$ cat config.mk
export PLATFORM = sky130hd
export DESIGN_NAME = roulette_round_ctrl_flat
export DESIGN_NICKNAME = d
export VERILOG_FILES = /design/src/rtl/roulette_round_ctrl_if.sv /design/src/rtl/roulette_round_ctrl.sv /design/src/flat_wrapper.sv
export SDC_FILE = /design/constraint.sdc
export NUM_CORES = 1
export LEC_CHECK = 0
export ABC_CLOCK_PERIOD_IN_PS = 2900
export CAP_MARGIN = 15
export CORE_ASPECT_RATIO = 0.5
export CORE_MARGIN = 2
export CORE_UTILIZATION = 55
export DETAILED_ROUTE_END_ITERATION = 10
export DONT_BUFFER_PORTS = 1
export GPL_TIMING_DRIVEN = 0
export PLACE_DENSITY = 0.73
export SLEW_MARGIN = 20
export SYNTH_ARGS = -nofsm -noshare
export SYNTH_HDL_FRONTEND = slang
export SYNTH_SLANG_ARGS = --single-unit
$ cat constraint.sdc
create_clock -name clock -period 2.9 [get_ports clock]
set_input_delay 0.58 -clock clock [delete_from_list [all_inputs] [get_ports clock]]
set_output_delay 0.58 -clock clock [all_outputs]
set_load 0.02 [all_outputs]
$ cat src/rtl/roulette_round_ctrl_if.sv
// Player-side signal bundle for roulette_round_ctrl: request/bet inputs, random
// source handshake, and the round status outputs.
interface roulette_round_ctrl_if;
    logic       start;
    logic       mode;
    logic [4:0] guess;
    logic [4:0] rand_in;
    logic       rng_step;
    logic [4:0] balance;
    logic [4:0] result;
    logic [2:0] state_code;
    logic       win_led;
    logic       lose_led;
    logic       round_done;

    // Environment side: issues requests and supplies the random source
    modport master (
        output start, mode, guess, rand_in,
        input  rng_step, balance, result, state_code, win_led, lose_led, round_done
    );

    // Controller side
    modport slave (
        input  start, mode, guess, rand_in,
        output rng_step, balance, result, state_code, win_led, lose_led, round_done
    );
endinterface

$ cat src/rtl/roulette_round_ctrl.sv
// Roulette round controller: captures a bet, spins an external RNG, latches and scores it.
// Optional macro ROULETTE_HOUSE_ZERO_EN makes a spin of 0 lose every parity bet.
module roulette_round_ctrl #(
    parameter int unsigned SPIN_CYCLES   = 16,
    parameter int unsigned START_BALANCE = 10,
    parameter int unsigned WIN_THRESHOLD = 20
) (
    input  logic                 clock,
    input  logic                 reset_n,
    roulette_round_ctrl_if.slave bus
);

    localparam int unsigned BAL_W = 5;
    localparam int unsigned CNT_W = 8;
    localparam int unsigned SUM_W = BAL_W + 1;

    localparam logic [BAL_W-1:0] BAL_MAX   = '1;
    localparam logic [BAL_W-1:0] BAL_START = BAL_W'(START_BALANCE);
    localparam logic [BAL_W-1:0] BAL_WIN   = BAL_W'(WIN_THRESHOLD);
    localparam logic [CNT_W-1:0] SPIN_LAST = CNT_W'(SPIN_CYCLES - 1);
    localparam logic [SUM_W-1:0] PAY_PAR   = SUM_W'(2);
    localparam logic [SUM_W-1:0] PAY_EXACT = SUM_W'(8);

    typedef enum logic [2:0] {
        IDLE  = 3'd0,
        SPIN  = 3'd1,
        LATCH = 3'd2,
        EVAL  = 3'd3,
        SHOW  = 3'd4,
        WON   = 3'd5,
        LOST  = 3'd6
    } state_t;

    state_t             state;
    logic               start_q;
    logic [CNT_W-1:0]   spin_cnt;
    logic               mode_q;
    logic [BAL_W-1:0]   guess_q;
    logic [BAL_W-1:0]   balance_q;
    logic [BAL_W-1:0]   result_q;
    logic               rng_step_q;
    logic               win_q;
    logic               lose_q;
    logic               done_q;

    logic               start_edge;
    logic               parity_hit;
    logic               exact_hit;
    logic               round_win;
    logic [SUM_W-1:0]   win_sum;
    logic [BAL_W-1:0]   bal_next;

    assign start_edge = bus.start & ~start_q;

    // Score the latched spin against the captured bet and form the new balance
    always_comb begin
        parity_hit = (result_q[0] == ~guess_q[0]);
`ifdef ROULETTE_HOUSE_ZERO_EN
        if (result_q == '0) begin
            parity_hit = 1'b0;
        end
`endif
        exact_hit = (result_q == guess_q);
        round_win = mode_q ? exact_hit : parity_hit;
        win_sum   = {1'b0, balance_q} + (mode_q ? PAY_EXACT : PAY_PAR);
        bal_next  = balance_q;
        if (round_win) begin
            bal_next = win_sum[BAL_W] ? BAL_MAX : win_sum[BAL_W-1:0];
        end else if (balance_q != '0) begin
            bal_next = balance_q - BAL_W'(1);
        end
    end

    // Round sequencing with all status outputs registered
    always_ff @(posedge clock) begin
        if (!reset_n) begin
            state      <= IDLE;
            start_q    <= 1'b1;
            spin_cnt   <= '0;
            mode_q     <= 1'b0;
            guess_q    <= '0;
            balance_q  <= BAL_START;
            result_q   <= '0;
            rng_step_q <= 1'b0;
            win_q      <= 1'b0;
            lose_q     <= 1'b0;
            done_q     <= 1'b0;
        end else begin
            start_q <= bus.start;
            done_q  <= 1'b0;
            case (state)
                IDLE, SHOW: begin
                    if (start_edge) begin
                        mode_q     <= bus.mode;
                        guess_q    <= bus.guess;
                        spin_cnt   <= '0;
                        rng_step_q <= 1'b1;
                        win_q      <= 1'b0;
                        lose_q     <= 1'b0;
                        state      <= SPIN;
                    end
                end
                SPIN: begin
                    spin_cnt <= spin_cnt + CNT_W'(1);
                    if (spin_cnt == SPIN_LAST) begin
                        rng_step_q <= 1'b0;
                        state      <= LATCH;
                    end
                end
                LATCH: begin
                    result_q <= bus.rand_in;
                    done_q   <= 1'b1;
                    state    <= EVAL;
                end
                EVAL: begin
                    balance_q <= bal_next;
                    if (bal_next >= BAL_WIN) begin
                        win_q  <= 1'b1;
                        lose_q <= 1'b0;
                        state  <= WON;
                    end else if (bal_next == '0) begin
                        win_q  <= 1'b0;
                        lose_q <= 1'b1;
                        state  <= LOST;
                    end else begin
                        win_q  <= round_win;
                        lose_q <= ~round_win;
                        state  <= SHOW;
                    end
                end
                WON, LOST: begin
                    // Game over: only a fresh start edge leaves, restarting the purse
                    if (start_edge) begin
                        balance_q <= BAL_START;
                        win_q     <= 1'b0;
                        lose_q    <= 1'b0;
                        state     <= IDLE;
                    end
                end
                default: begin
                    rng_step_q <= 1'b0;
                    state      <= IDLE;
                end
            endcase
        end
    end

    assign bus.rng_step   = rng_step_q;
    assign bus.balance    = balance_q;
    assign bus.result     = result_q;
    assign bus.state_code = state;
    assign bus.win_led    = win_q;
    assign bus.lose_led   = lose_q;
    assign bus.round_done = done_q;

endmodule
$ cat src/flat_wrapper.sv
// flat-port wrapper written by rule: the top's interface ports become plain ports
module roulette_round_ctrl_flat 
#(
    parameter int unsigned SPIN_CYCLES   = 16,
    parameter int unsigned START_BALANCE = 10,
    parameter int unsigned WIN_THRESHOLD = 20
)
  (clock, reset_n, bus_start, bus_mode, bus_guess, bus_rand_in, bus_rng_step, bus_balance, bus_result, bus_state_code, bus_win_led, bus_lose_led, bus_round_done);
  roulette_round_ctrl_if bus_i ();
  input  logic clock;
  input  logic reset_n;
  input wire logic [$bits(bus_i.start)-1:0] bus_start;
  input wire logic [$bits(bus_i.mode)-1:0] bus_mode;
  input wire logic [$bits(bus_i.guess)-1:0] bus_guess;
  input wire logic [$bits(bus_i.rand_in)-1:0] bus_rand_in;
  output wire logic [$bits(bus_i.rng_step)-1:0] bus_rng_step;
  output wire logic [$bits(bus_i.balance)-1:0] bus_balance;
  output wire logic [$bits(bus_i.result)-1:0] bus_result;
  output wire logic [$bits(bus_i.state_code)-1:0] bus_state_code;
  output wire logic [$bits(bus_i.win_led)-1:0] bus_win_led;
  output wire logic [$bits(bus_i.lose_led)-1:0] bus_lose_led;
  output wire logic [$bits(bus_i.round_done)-1:0] bus_round_done;
  assign bus_i.start = bus_start;
  assign bus_i.mode = bus_mode;
  assign bus_i.guess = bus_guess;
  assign bus_i.rand_in = bus_rand_in;
  assign bus_rng_step = bus_i.rng_step;
  assign bus_balance = bus_i.balance;
  assign bus_result = bus_i.result;
  assign bus_state_code = bus_i.state_code;
  assign bus_win_led = bus_i.win_led;
  assign bus_lose_led = bus_i.lose_led;
  assign bus_round_done = bus_i.round_done;
  roulette_round_ctrl #(.SPIN_CYCLES(SPIN_CYCLES), .START_BALANCE(START_BALANCE), .WIN_THRESHOLD(WIN_THRESHOLD)) u_core (.clock(clock), .reset_n(reset_n), .bus(bus_i));
endmodule
; After elaboration in Yosys (flattened, before gate mapping)
; Index checks and enable logic that the tools add are counted.
[classes]
addsub = 3
magnitude_cmp = 1
eq_ne = 13
n_mux = 26
bitwise = 5
reduce_logical = 16
[ops]
columns = operator, count
row1 = two-way mux 5 bit, 4
row2 = one-hot mux 8 bit (2 select lines), 1
row3 = one-hot mux 3 bit (5 select lines), 1
row4 = two-way mux 3 bit, 4
row5 = one-hot mux 5 bit (2 select lines), 1
row6 = equality test 3 bit (second input constant), 3
row7 = two-way mux 1 bit, 9
row8 = adder 8 x 1 -> 8 bit (second input constant), 1
row9 = equality test 8 x 4 -> 1 bit (second input constant), 1
row10 = two-way mux 8 bit, 1
row11 = inequality test 2 x 1 -> 1 bit (second input constant), 4
row12 = AND reduction 2 bit, 4
row13 = OR reduction 4 bit, 2
row14 = adder 5 x 6 -> 6 bit, 1
row15 = equality test 3 x 2 -> 1 bit (second input constant), 2
row16 = AND reduction 3 bit, 2
row17 = nonzero test 2 bit, 3
row18 = equality test 5 bit, 1
row19 = >= comparator 5 bit (second input constant), 1
row20 = logical NOT 5 bit, 1
row21 = nonzero test 5 bit, 1
row22 = subtractor 5 x 1 -> 5 bit (second input constant), 1
row23 = two-way mux 4 bit, 1
row24 = NOT 1 bit, 4
row25 = other kinds (8), 10
[word_totals]
reg_bits = 32
elab_cells = 75

; Depth between registers and ports, before layout
; Gate-level depths: netlist of the first run.
[logic_depth]
depth_word = 8
mapped_depth = 8

; Least setup slack after synthesis of the first run
; No wires, ideal clock.
[synth_path]
path_type = reg2reg
startpoint = reg u_core.balance_q[0] (netlist: u_core.bus.balance[0])
endpoint = reg u_core.balance_q[1] (netlist: u_core.bus.balance[1])
setup_ns = 0.128
arrival_ns = 1.970
t_required_ns = 2.772
path_slack_ns = 0.801
path_stages_with_launch = 9
n_path_buf = 1
path_cell_list = dfxtp_1 -> clkbuf_1 -> inv_1 -> ha_1 -> or4b_4 -> mux2i_1 -> mux2_2 -> o32ai_1 -> a31oi_1
[synth_via]
elab_chain_len = 4
word_cells_on_any_way = 7
cone_classes = add/sub (2) / mux (4) / reduce/logical (1)
[synth_rtl]
columns = item, line
row1 = start: declaration, roulette_round_ctrl.sv:39  ; logic [BAL_W-1:0] balance_q;
row2 = start signal: assignment, roulette_round_ctrl.sv:116  ; balance_q <= bal_next;
row3 = "adder 5 x 6 -> 6 bit, or another cell as far along", roulette_round_ctrl.sv:65  ; win_sum = {1'b0, balance_q} + (mode_q ? PAY_EXACT : PAY_PAR);
row4 = "two-way mux 5 bit, on equally long branches", "roulette_round_ctrl.sv:68, roulette_round_ctrl.sv:69"
row5 = two-way mux 5 bit *, roulette_round_ctrl.sv:67  ; if (round_win) begin
row6 = one-hot mux 5 bit (2 select lines) *, roulette_round_ctrl.sv:91  ; case (state)
; Every way passes the cells marked *; elsewhere a longest branch is shown, timed or not.
; A chain may end at the register's enable or synchronous reset.

; Final worst setup path of the first run
; Ends and elaborated chain as after synthesis.

==> results.ini, run 1 <==
[route]
vias=1610
ant_nets=0
dr.pass1.iters=4
wirelength_um=4120
drt_first_iter_violations=102
drcViolationCount=0
viasPerCell=5.88
wire_per_inst_um=15.0

[timing]
fmax_ghz=0.426
tightest_slew_ps=569
finalMaxSlewViolations=0
setup_tns_ps=0
finalCritPeriodShare_pct=80.9
rsz0062_at_grt=false
hold_viol=0
setup_violations=0
period_minus_slack_ps=2350
skew_ps=6.43
relSlewSlack_pct=61.7

[worst_setup_path]
cp-end-kind=register
path_cells=clkbuf_1 > inv_1 > ha_1 > or4b_4 > mux2i_1 > mux2_2 > o32ai_1 > a31oi_1
critPathBufInv=2
critPathLaunchType=register
critical_path.max_fanout=8
critPathSlowestCell=or4b_4
max_stage_delay_ps=510
crit_arrival_ps=2520
critical_path_class=reg2reg
cpLargestDelayFamily=simple AND/OR/NAND/NOR gates
worst_ep_required_time_ps=3070

[yosys]
yosysTopAreaCell=dfxtp_1
syn_area_um2=1870
synthArstFlopShare_pct=0
syn_avg_cell_area_um2=8.25
synth_area_leaders=dfxtp_1 34%, nand2_1 6.4%, mux2i_1 5.9%, a21boi_0 4.0%, ha_1 3.4%
ys_seq_area_share_pct=34.3
netlist_instances=226
synth-seq-cells=32
syn_nets=245
ys_warn_count=0
synth_edf_count=0
synth_flop_cell=dfxtp_1
synth_common_cells=32 x dfxtp_1, 32 x nand2_1, 14 x nor2_1
yosysTopAreaCellShare_pct=34.3
synthDistinctLibCells=50

[floorplanning]
initial_utilization_pct=59.8
die_h_um=45.2
core-area_um2=3120
ios=31
dieArea_um2=3900
die_w_um=86.4
num_rows=14

[clock_tree]
cts_max_level=2
cts_made_buffers=5
post_cts_buffers=0
clockBufferDepth=2
cts_hold_buf=0
cts_tree=yes
clock-sinks=32
clock_latency_ps=300
clkTransAtPathRegs_ps=70
cts_resized=0
clockRootBuffer=clkbuf_8

[placed_design]
dp_hpwl_um=2980
gp_congestion=0.865
io_buffers=0

[cells_and_area]
nNetsFinal=252
layout-drive-gt1-share_pct=9.83
nFillCells=276
diodes=0
area_growth_pct=8.65

[power]
vdd_drop_max_v=0.000326
fin_total_pwr_uw=955
pwr_density_cell_nw_per_um2=471
p_leak_nw=0.827

[flow_run]
maxCapViolCount=0

[min_path]
min_path_type=in2reg

[status]
status=complete, no violations

[global_route]
first_global_vias=1480
grt.total_usage_pct=23.5
overflow=0
antenna_found_initial=0
grt_max_degree=12
grt_pass1_wl_um=6840

==> path summary, 6_finish.rpt <==
kind                                             end  slack, ps  cells after the start                               start
setup / recovery  u_core.bus.balance[1]$_SDFFE_PN1P_        550                      8  u_core.bus.balance[0]$_SDFFE_PN0P_
hold reg to reg       u_core.guess_q[1]$_SDFFE_PN0P_        480                      2      u_core.guess_q[1]$_SDFFE_PN0P_
hold / removal             u_core.start_q$_SDFF_PN1_        390                      1                           bus_start
setup reg to reg  u_core.bus.balance[1]$_SDFFE_PN1P_        550                      8  u_core.bus.balance[0]$_SDFFE_PN0P_
==> sequential cells by signal, indices dropped and copies added, names as in the netlist <==
| signal | count |
|---|---|
| u_core.guess_q | 5 |
| u_core.bus.state_code | 3 |
| u_core.start_q | 1 |
| u_core.bus.result | 5 |
| u_core.bus.balance | 5 |
| u_core.spin_cnt | 8 |
| u_core.mode_q | 1 |
| u_core.bus.round_done | 1 |
| u_core.bus.win_led | 1 |
| u_core.bus.lose_led | 1 |
| u_core.bus.rng_step | 1 |
==> power breakdown <==
group,leakage [nW],internal [mW],switching (mW),total [mW]
clock network,0.0541,0.254,0.188,0.442
logic,0.514,0.0239,0.0370,0.0609
registers,0.259,0.445,0.00666,0.452
total,0.827,0.723,0.232,0.955
==> stage by stage <==
stage                     worst slack [ps]  instances  cell area (um2)  hold slack [ps]  util (%)
final                                  554        274             2030              386      65.0
after global routing                   430        274             2030              390      65.0
after CTS                              568        274             2030              378      65.0
after detailed placement               590        266             1920              471      61.4
after global placement                 622        266             1920              464      61.4
after floorplan                        801        226             1870              450         -
==> metal layers <==
metal	track usage [%]	vias to the layer above	part of all wire (%)
met4	11.6	0	1.6
met1	30.4	747	48
met5	0	-	0
met2	36.6	35	44
met3	7.13	7	6.4
li1	-	821	-
==> area by class of cell <==
class                      count  area [um2]  area share, %
clock inverter                 3        42.5           2.10
inverter                       9        33.8           1.67
buffer                        13        67.6           3.33
multi-input combinational    172        1120           55.4
clock buffer                   5        68.8           3.40
tap                           40        50.0           2.47
sequential                    32         641           31.6
==> worst register-to-register path: cells and delay by family (launching register included) <==
| family | cells | cell delay [ps] |
|---|---|---|
| buffers and inverters | 2 | 340 |
| multiplexers | 2 | 440 |
| AND/OR/NAND/NOR | 1 | 510 |
| AO/OA/AOI/OAI | 2 | 300 |
| flip-flops | 1 | 380 |
| adder cells (fa/ha/maj) | 1 | 260 |
==> cells by family after synthesis <==
group | after synthesis | synth area share [%]
buf+inv | 22 | 5.43
flops | 32 | 34.3
mux | 13 | 7.11
xor+xnor | 8 | 3.76
fa+ha+maj | 5 | 3.35
compound gates | 55 | 20.3
simple gates | 91 | 25.8
==> placed cells by master, fill, tap and decap left out, types with 7 or more instances in the layout <==
cell type	count
nor2_1	14
nor2b_1	8
o21ai_0	11
dfxtp_1	32
inv_1	9
nand2_1	32
a21oi_1	7
mux2i_1	11
nand3_1	7
a21boi_0	10
a31oi_1	7
clkbuf_1	7
Note: power is estimated with default switching activity, not from simulation.
==> inputs of run 2 (changes only) <==
--- a/config.mk
+++ b/config.mk
@@ -5,7 +5,7 @@
 export SDC_FILE = /design/constraint.sdc
 export NUM_CORES = 1
 export LEC_CHECK = 0
-export ABC_CLOCK_PERIOD_IN_PS = 2900
+export ABC_CLOCK_PERIOD_IN_PS = 2200
 export CAP_MARGIN = 15
 export CORE_ASPECT_RATIO = 0.5
 export CORE_MARGIN = 2
==> constraint.sdc (replaced) <==
create_clock -name clock -period 2.2 [get_ports clock]
set_input_delay 0.44 -clock clock [delete_from_list [all_inputs] [get_ports clock]]
set_output_delay 0.44 -clock clock [all_outputs]
set_load 0.02 [all_outputs]
==> results.ini, run 2 (synthesis gave the netlist of run 1 again) <==
[clock_tree]
clock-sinks=32  ; unchanged
cts_max_level=2  ; unchanged
clock_latency_ps=300  ; about the same
cts_tree=yes
clkTransAtPathRegs_ps=70  ; about the same
clockRootBuffer=clkbuf_8
cts_made_buffers=5  ; unchanged
clockBufferDepth=2  ; unchanged

[cells_and_area]
nNetsFinal=252  ; unchanged
fin_util_pct=66.6  ; +1.6 points
diodes=0  ; unchanged
area_growth_pct=11.3
mostFrequentLayoutCells=32 x nand2_1, 27 x dfxtp_1, 14 x nor2_1
final_area_um2=2080  ; +2.5%
nFillCells=275  ; -0.36%
finalNonFillerCells=274  ; unchanged
largest_register_ffs=8  ; unchanged
final_common_cell=nand2_1
largest_register=u_core.spin_cnt
layout-drive-gt1-share_pct=15.0  ; +5.1 points

[placed_design]
placed_area_um2=1920  ; unchanged
dp.cells=266  ; unchanged
dp_hpwl_um=2980  ; unchanged
io_buffers=0  ; unchanged
gp_congestion=0.865  ; unchanged

[global_route]
first_global_vias=1486  ; +0.41%
overflow=0  ; unchanged
antenna_found_initial=0  ; unchanged
grt.total_usage_pct=23.7  ; +0.16 points
grt_max_degree=12  ; unchanged
grt_pass1_wl_um=6870  ; +0.41%

[flow_run]
maxCapViolCount=0  ; unchanged

[worst_setup_path]
max_stage_delay_ps=490  ; -20 ps
critPathSlowestCell=or4b_4
critical_path.max_fanout=8  ; unchanged
crit_arrival_ps=2320  ; -200 ps
cp-end-kind=register
critical_path_class=reg2reg
worst_ep_required_time_ps=2380  ; -690 ps
path_cells=clkbuf_4 > inv_4 > ha_4 > or4b_4 > mux2i_2 > mux2_2 > o32ai_1 > a31oi_1
critPathLaunchType=register

[route]
vias=1628  ; +1.1%
viasPerCell=5.94  ; +1.1%
ant_nets=0  ; unchanged
drt_first_iter_violations=81  ; -21%
wirelength_um=4190  ; +1.6%
drcViolationCount=0  ; unchanged
wire_per_inst_um=15.3  ; +1.6%
dr.pass1.iters=4  ; unchanged

[floorplanning]
die_w_um=86.4  ; unchanged
core-area_um2=3120  ; unchanged
num_rows=14  ; unchanged
ios=31  ; unchanged
initial_utilization_pct=59.8  ; unchanged
die_h_um=45.2  ; unchanged
dieArea_um2=3900  ; unchanged

[min_path]
min_path_type=in2reg

[timing]
period_minus_slack_ps=2140  ; -201 ps
skew_ps=5.35  ; -1.07 ps
finalMaxSlewViolations=0  ; unchanged
relSlewSlack_pct=61.5  ; -0.25 points
finalCritPeriodShare_pct=97.5  ; +17 points
setup_violations=0  ; unchanged
tightest_slew_ps=573  ; +3.72 ps
hold_viol=0  ; unchanged
fmax_ghz=0.466  ; +9.4%

[power]
pwr_density_cell_nw_per_um2=606  ; +29%
p_leak_nw=0.828  ; +0.22%
vdd_drop_max_v=0.000430  ; +32%

[status]
status=complete, no violations

==> run 2: per-layer routing <==
layer	vias up	global-route usage [%]	part of all wire, %
met5	-	0	0
met4	0	11.6	1.6
met3	7	7.13	5.9
met2	43	37.2	45
met1	757	30.4	48
li1	821	-	-
==> run 2: path summary, 6_finish.rpt <==
check	from	to	slack [ps]	cells past startpoint
worst max register to register	u_core.bus.balance[0]$_SDFFE_PN0P_	u_core.bus.balance[1]$_SDFFE_PN1P_	60	8
worst min register to register	u_core.guess_q[1]$_SDFFE_PN0P_	u_core.guess_q[1]$_SDFFE_PN0P_	480	2
worst max-delay path	u_core.bus.balance[0]$_SDFFE_PN0P_	u_core.bus.balance[1]$_SDFFE_PN1P_	60	8
worst min-delay path	bus_start	u_core.start_q$_SDFF_PN1_	250	1
==> run 2: stage by stage <==
step	total power [mW]	worst slack [ps]	hold WS (ps)	TNS, ps
6_report	1.26	55.2	247	0
5_1_grt	1.30	-18.7	250	-18.7
4_1_cts	1.27	12.9	238	0
3_5_place_dp	0.689	-110	471	-274
3_3_place_gp	0.687	-78.3	464	-163
2_1_floorplan	0.671	101	450	0
==> run 2: area by class of cell <==
type,instances,area (um2),area share (%)
plain buffers,13,71.3,3.43
clock buffers,5,68.8,3.31
clock inverters,3,42.5,2.05
inverters,9,36.3,1.75
multi-input cells,172,1160,55.7
flip-flops and latches,32,652,31.4
well taps,40,50.0,2.41
==> run 2: critical path, delay by kind of cell (launching register included) <==
kind                       cells  cell delay (ps)
and+or+nand+nor                1              490
muxes                          2              450
DFF                            1              360
AOI/OAI and AO/OA              2              300
buffers and inverters          2              270
adders and majority gates      1              160
==> run 2: report_power, final <==
| group | switching [mW] | leakage [nW] | total, mW | internal, mW |
|---|---|---|---|---|
| sequential | 0.00880 | 0.260 | 0.594 | 0.585 |
| combinational | 0.0494 | 0.514 | 0.0814 | 0.0320 |
| clock | 0.248 | 0.0541 | 0.583 | 0.335 |
| total | 0.306 | 0.828 | 1.26 | 0.952 |
==> run 2: repair_timing <==
item | CTS | global route
setup buffers | 0 | 0
pin swaps | 1 | 1
hold buffers | 0 | 0
resized for setup | 9 | 8
setup endpoints to repair | 5 | 3
==> inputs of run 3 (changes only) <==
--- a/config.mk
+++ b/config.mk
@@ -6,13 +6,14 @@
 export NUM_CORES = 1
 export LEC_CHECK = 0
 export ABC_CLOCK_PERIOD_IN_PS = 2200
-export CAP_MARGIN = 15
+export CAP_MARGIN = 20
 export CORE_ASPECT_RATIO = 0.5
 export CORE_MARGIN = 2
 export CORE_UTILIZATION = 55
 export DETAILED_ROUTE_END_ITERATION = 10
 export DONT_BUFFER_PORTS = 1
 export GPL_TIMING_DRIVEN = 0
+export MAX_ROUTING_LAYER = met4
 export PLACE_DENSITY = 0.73
 export SLEW_MARGIN = 20
 export SYNTH_ARGS = -nofsm -noshare
==> results.ini, run 3 (synthesis gave the netlist of run 1 again) <==
[status]
status=complete, no violations

[route]
ant_nets=0  ; unchanged
drcViolationCount=0  ; unchanged
drt_first_iter_violations=65  ; -20%
vias=1603  ; -1.5%
wire_per_inst_um=15.2  ; -0.60%
dr.pass1.iters=4  ; unchanged
wirelength_um=4160  ; -0.60%
viasPerCell=5.85  ; -1.5%

[global_route]
antenna_found_initial=0  ; unchanged
first_global_vias=1493  ; +0.47%
overflow=0  ; unchanged
grt.total_usage_pct=24.4  ; +0.76 points
grt_pass1_wl_um=6870  ; -0.10%
grt_max_degree=12  ; unchanged

[timing]
finalCritPeriodShare_pct=96.9  ; -0.61 points
tightest_slew_ps=567  ; -6.05 ps
period_minus_slack_ps=2130  ; -13.5 ps
fin_hold_ws_ps=247  ; +0.310 ps
hold_viol=0  ; unchanged
finalMaxSlewViolations=0  ; unchanged
relSlewSlack_pct=61.9  ; +0.41 points
fmax_ghz=0.469  ; +0.63%
setup_violations=0  ; unchanged
skew_ps=3.84  ; -1.51 ps
worst_slack_ps=68.7  ; +13.5 ps

[min_path]
min_path_type=in2reg

[cells_and_area]
multi_input_area_um2=1160  ; unchanged
largest_register=u_core.spin_cnt
layout-drive-gt1-share_pct=15.0  ; unchanged
final_common_cell=nand2_1
area_growth_pct=11.3  ; unchanged
nNetsFinal=252  ; unchanged
final_area_um2=2080  ; unchanged
regArea_um2=652  ; unchanged
mostFrequentLayoutCells=32 x nand2_1, 27 x dfxtp_1, 14 x nor2_1
diodes=0  ; unchanged
largest_register_ffs=8  ; unchanged
finalNonFillerCells=274  ; unchanged
nFillCells=275  ; unchanged

[power]
vdd_drop_max_v=0.000430  ; about the same
p_leak_nw=0.828  ; unchanged
pwr_density_cell_nw_per_um2=604  ; -0.30%
fin_total_pwr_mw=1.25  ; -0.30%

[worst_setup_path]
cp-end-kind=register
critical_path.max_fanout=8  ; unchanged
worst_ep_required_time_ps=2380  ; about the same
critPathLaunchType=register
crit_arrival_ps=2310  ; about the same
critical_path_class=reg2reg

[floorplanning]
die_h_um=45.2  ; unchanged
num_rows=14  ; unchanged
dieArea_um2=3900  ; unchanged
ios=31  ; unchanged
die_w_um=86.4  ; unchanged
core-area_um2=3120  ; unchanged
initial_utilization_pct=59.8  ; unchanged

[clock_tree]
clock-sinks=32  ; unchanged
post_cts_buffers=0  ; unchanged
cts_made_buffers=5  ; unchanged
cts_tree=yes
clockRootBuffer=clkbuf_8
clock_latency_ps=290  ; about the same
cts_hold_buf=0  ; unchanged
clkTransAtPathRegs_ps=70  ; about the same
clockBufferDepth=2  ; unchanged
cts_max_level=2  ; unchanged

[placed_design]
io_buffers=0  ; unchanged
dp.cells=266  ; unchanged
gp_congestion=0.878  ; +1.6%
dp_hpwl_um=2980  ; unchanged
pre_cts_slack_ps=-110  ; unchanged
placed_area_um2=1920  ; unchanged

[flow_run]
maxCapViolCount=0  ; unchanged

==> run 3: cell counts in the layout (fill, tap and decap cells not counted) <==
Identical to the previous run, type by type.
==> run 3: area by class of cell <==
cell class	count	area share [%]
buffer	13	3.43
tap	40	2.41
sequential	32	31.4
clock buffer	5	3.31
inverter	9	1.75
multi-input combinational	172	55.7
clock inverter	3	2.05
==> run 3: through the flow <==
step	TNS (ps)	utilization, %
2_1_floorplan	0	-
3_3_place_gp	-163	61.4
3_5_place_dp	-274	61.4
4_1_cts	0	65.9
5_1_grt	-18.7	66.6
6_report	0	66.6
==> run 3: layer usage <==
| layer | global-route usage [%] | share of wire, % | up-vias |
|---|---|---|---|
| met2 | 37.4 | 45 | 38 |
| li1 | - | - | 818 |
| met1 | 30.2 | 48 | 741 |
| met3 | 8.78 | 6.2 | 6 |
| met4 | 8.75 | 1.1 | 0 |
| met5 | - | 0 | - |
==> run 3: critical path: stages, from the launching register on <==
cell	delay (ps)
dfxtp_2	360
clkbuf_4	190
inv_4	80
ha_4	160
or4b_4	490
mux2i_2	180
mux2_2	270
o32ai_1	220
a31oi_1	70
==> run 3: repair_timing <==
| action | 4_1_cts | 5_1_grt |
|---|---|---|
| endpoints found under the hold margin | 0 | 0 |
| gates resized for setup | 9 | 8 |
| setup endpoints to repair | 5 | 3 |
| pin swaps | 1 | 1 |
==> run 3: power by group <==
| group | switching [mW] | internal [mW] | total, mW |
|---|---|---|---|
| sequential | 0.00879 | 0.585 | 0.594 |
| clock | 0.244 | 0.335 | 0.579 |
| combinational | 0.0495 | 0.0320 | 0.0814 |
==> run 3: path summary, 6_finish.rpt <==
check                                     startpoint                            endpoint  slack, ps  cells after the start
hold reg to reg       u_core.guess_q[1]$_SDFFE_PN0P_      u_core.guess_q[1]$_SDFFE_PN0P_        480                      2
setup reg to reg  u_core.bus.balance[0]$_SDFFE_PN0P_  u_core.bus.balance[1]$_SDFFE_PN1P_         70                      8
hold / removal                             bus_start           u_core.start_q$_SDFF_PN1_        250                      1
setup / recovery  u_core.bus.balance[0]$_SDFFE_PN0P_  u_core.bus.balance[1]$_SDFFE_PN1P_         70                      8
==> patch: new RTL, settings of run 1 <==
Change the localparam `CNT_W` from 8 to 7.
--- a/src/rtl/roulette_round_ctrl.sv
+++ b/src/rtl/roulette_round_ctrl.sv
@@ -12,5 +12,5 @@
 
     localparam int unsigned BAL_W = 5;
-    localparam int unsigned CNT_W = 8;
+    localparam int unsigned CNT_W = 7;
     localparam int unsigned SUM_W = BAL_W + 1;
 
Function: same outputs for any inputs over 10 cycles, from zero or initial values and one cycle with reset_n low; that may be too few to reach the edited logic, so the function may still have changed.
==> patch against run 1 <==
Area after synthesis down 4.8%. Sequential cell count down 1. Design area fell by 4.1%. Core utilization down 1.2 points. Wire length fell by 2.4%. Setup slack worse by 0.10 ns. Via count fell by 0.37%.
Power is not compared: it rests on default switching activity, and its combinational part moved more than twofold at a synthesized area within 25%.
==> patch: results <==
[run_status]
status = complete, no violations

[final_layout]
buf_share_pct = 2.90
nNonClkBuffers = 11
nonClockInverterCount = 8
num-multi-input-gates = 168
clock_buffers = 6
largest_reg_flops = 7
layout.cells.non_filler = 266
drive_above_1_share_pct = 8.41
final.fill_count = 274
clkCellAreaFrac_pct = 6.05
ff_latch_area_um2 = 621

[routing]
vias = 1604
drt_iter0_markers = 53

[synth]
synthMuxAreaShare_pct = 6.90
syn_inst = 218
synthXorXnorAreaFrac_pct = 2.96
ys_seq_elements = 31
synth-compound-area-share_pct = 21.3
synth_seq_area_share_pct = 34.9
synth_nets = 237
synthAdderAreaFrac_pct = 3.52
synthTopCellsByCount = 31 x dfxtp_1, 28 x nor2_1, 26 x nand2_1
post_synth_num_cell_types = 52

[sta]
tns_ns = 0
worst_hold_slack_ns = 0.376
fin_skew_ns = 0.00755
tightest_slew_ns = 0.788

[critical_path]
critical_path.top_delay_family = compound AO/OA/AOI/OAI gates
cpMaxStageDelayCell = dfxtp_1
reg2reg_from = u_core.bus.balance[3]
ff2ff_path_depth = 6
rrSetupSlack_ns = 0.45
cp_max_fo = 10
slowest_delay_ns = 0.63
regToRegEndpoint = u_core.bus.win_led
crit_arrival_ns = 2.62

[hold_path]
min_path_type = input pin to flop
hp-start = reset_n

[global_route]
first_global_vias = 1413
grt_pass1_wl_um = 6600
groute.usage.overall_pct = 22.3

[place]
place.gp.congestion = 0.870
pre_cts_ws_ns = 0.492
dp_cells = 258
place_area_um2 = 1830

[power_and_ir_drop]
p_total_mw = 1.14

[cts]
clk_latency_ns = 0.28
clk_pin_slew_ns = 0.07
-- patch: cell count changes in the layout (fill, tap and decap cells not counted), sizes merged, moves of 6 or more --
cell           run 1  this run
a21oi              8        17
nor2              14        28
a21boi            11         0
nand2             32        26
-- patch: worst max-delay path by stage --
| stage | to | slack [ns] | cells past startpoint |
|---|---|---|---|
| final | u_core.bus.win_led | 0.45 | 6 |
| after global routing | u_core.bus.win_led | 0.25 | 6 |
| after CTS | u_core.bus.win_led | 0.47 | 6 |
| after detailed placement | u_core.bus.win_led | 0.49 | 6 |
| after global placement | u_core.bus.win_led | 0.51 | 8 |
| after floorplan | u_core.bus.win_led | 0.78 | 6 |
-- patch: layer usage --
layer	part of all wire [%]	wire length, um	GRT usage, %
met2	45	1800	35.7
met3	5.8	234	6.53
met5	0	0	0
met4	0.45	18	5.08
met1	49	1970	30.6
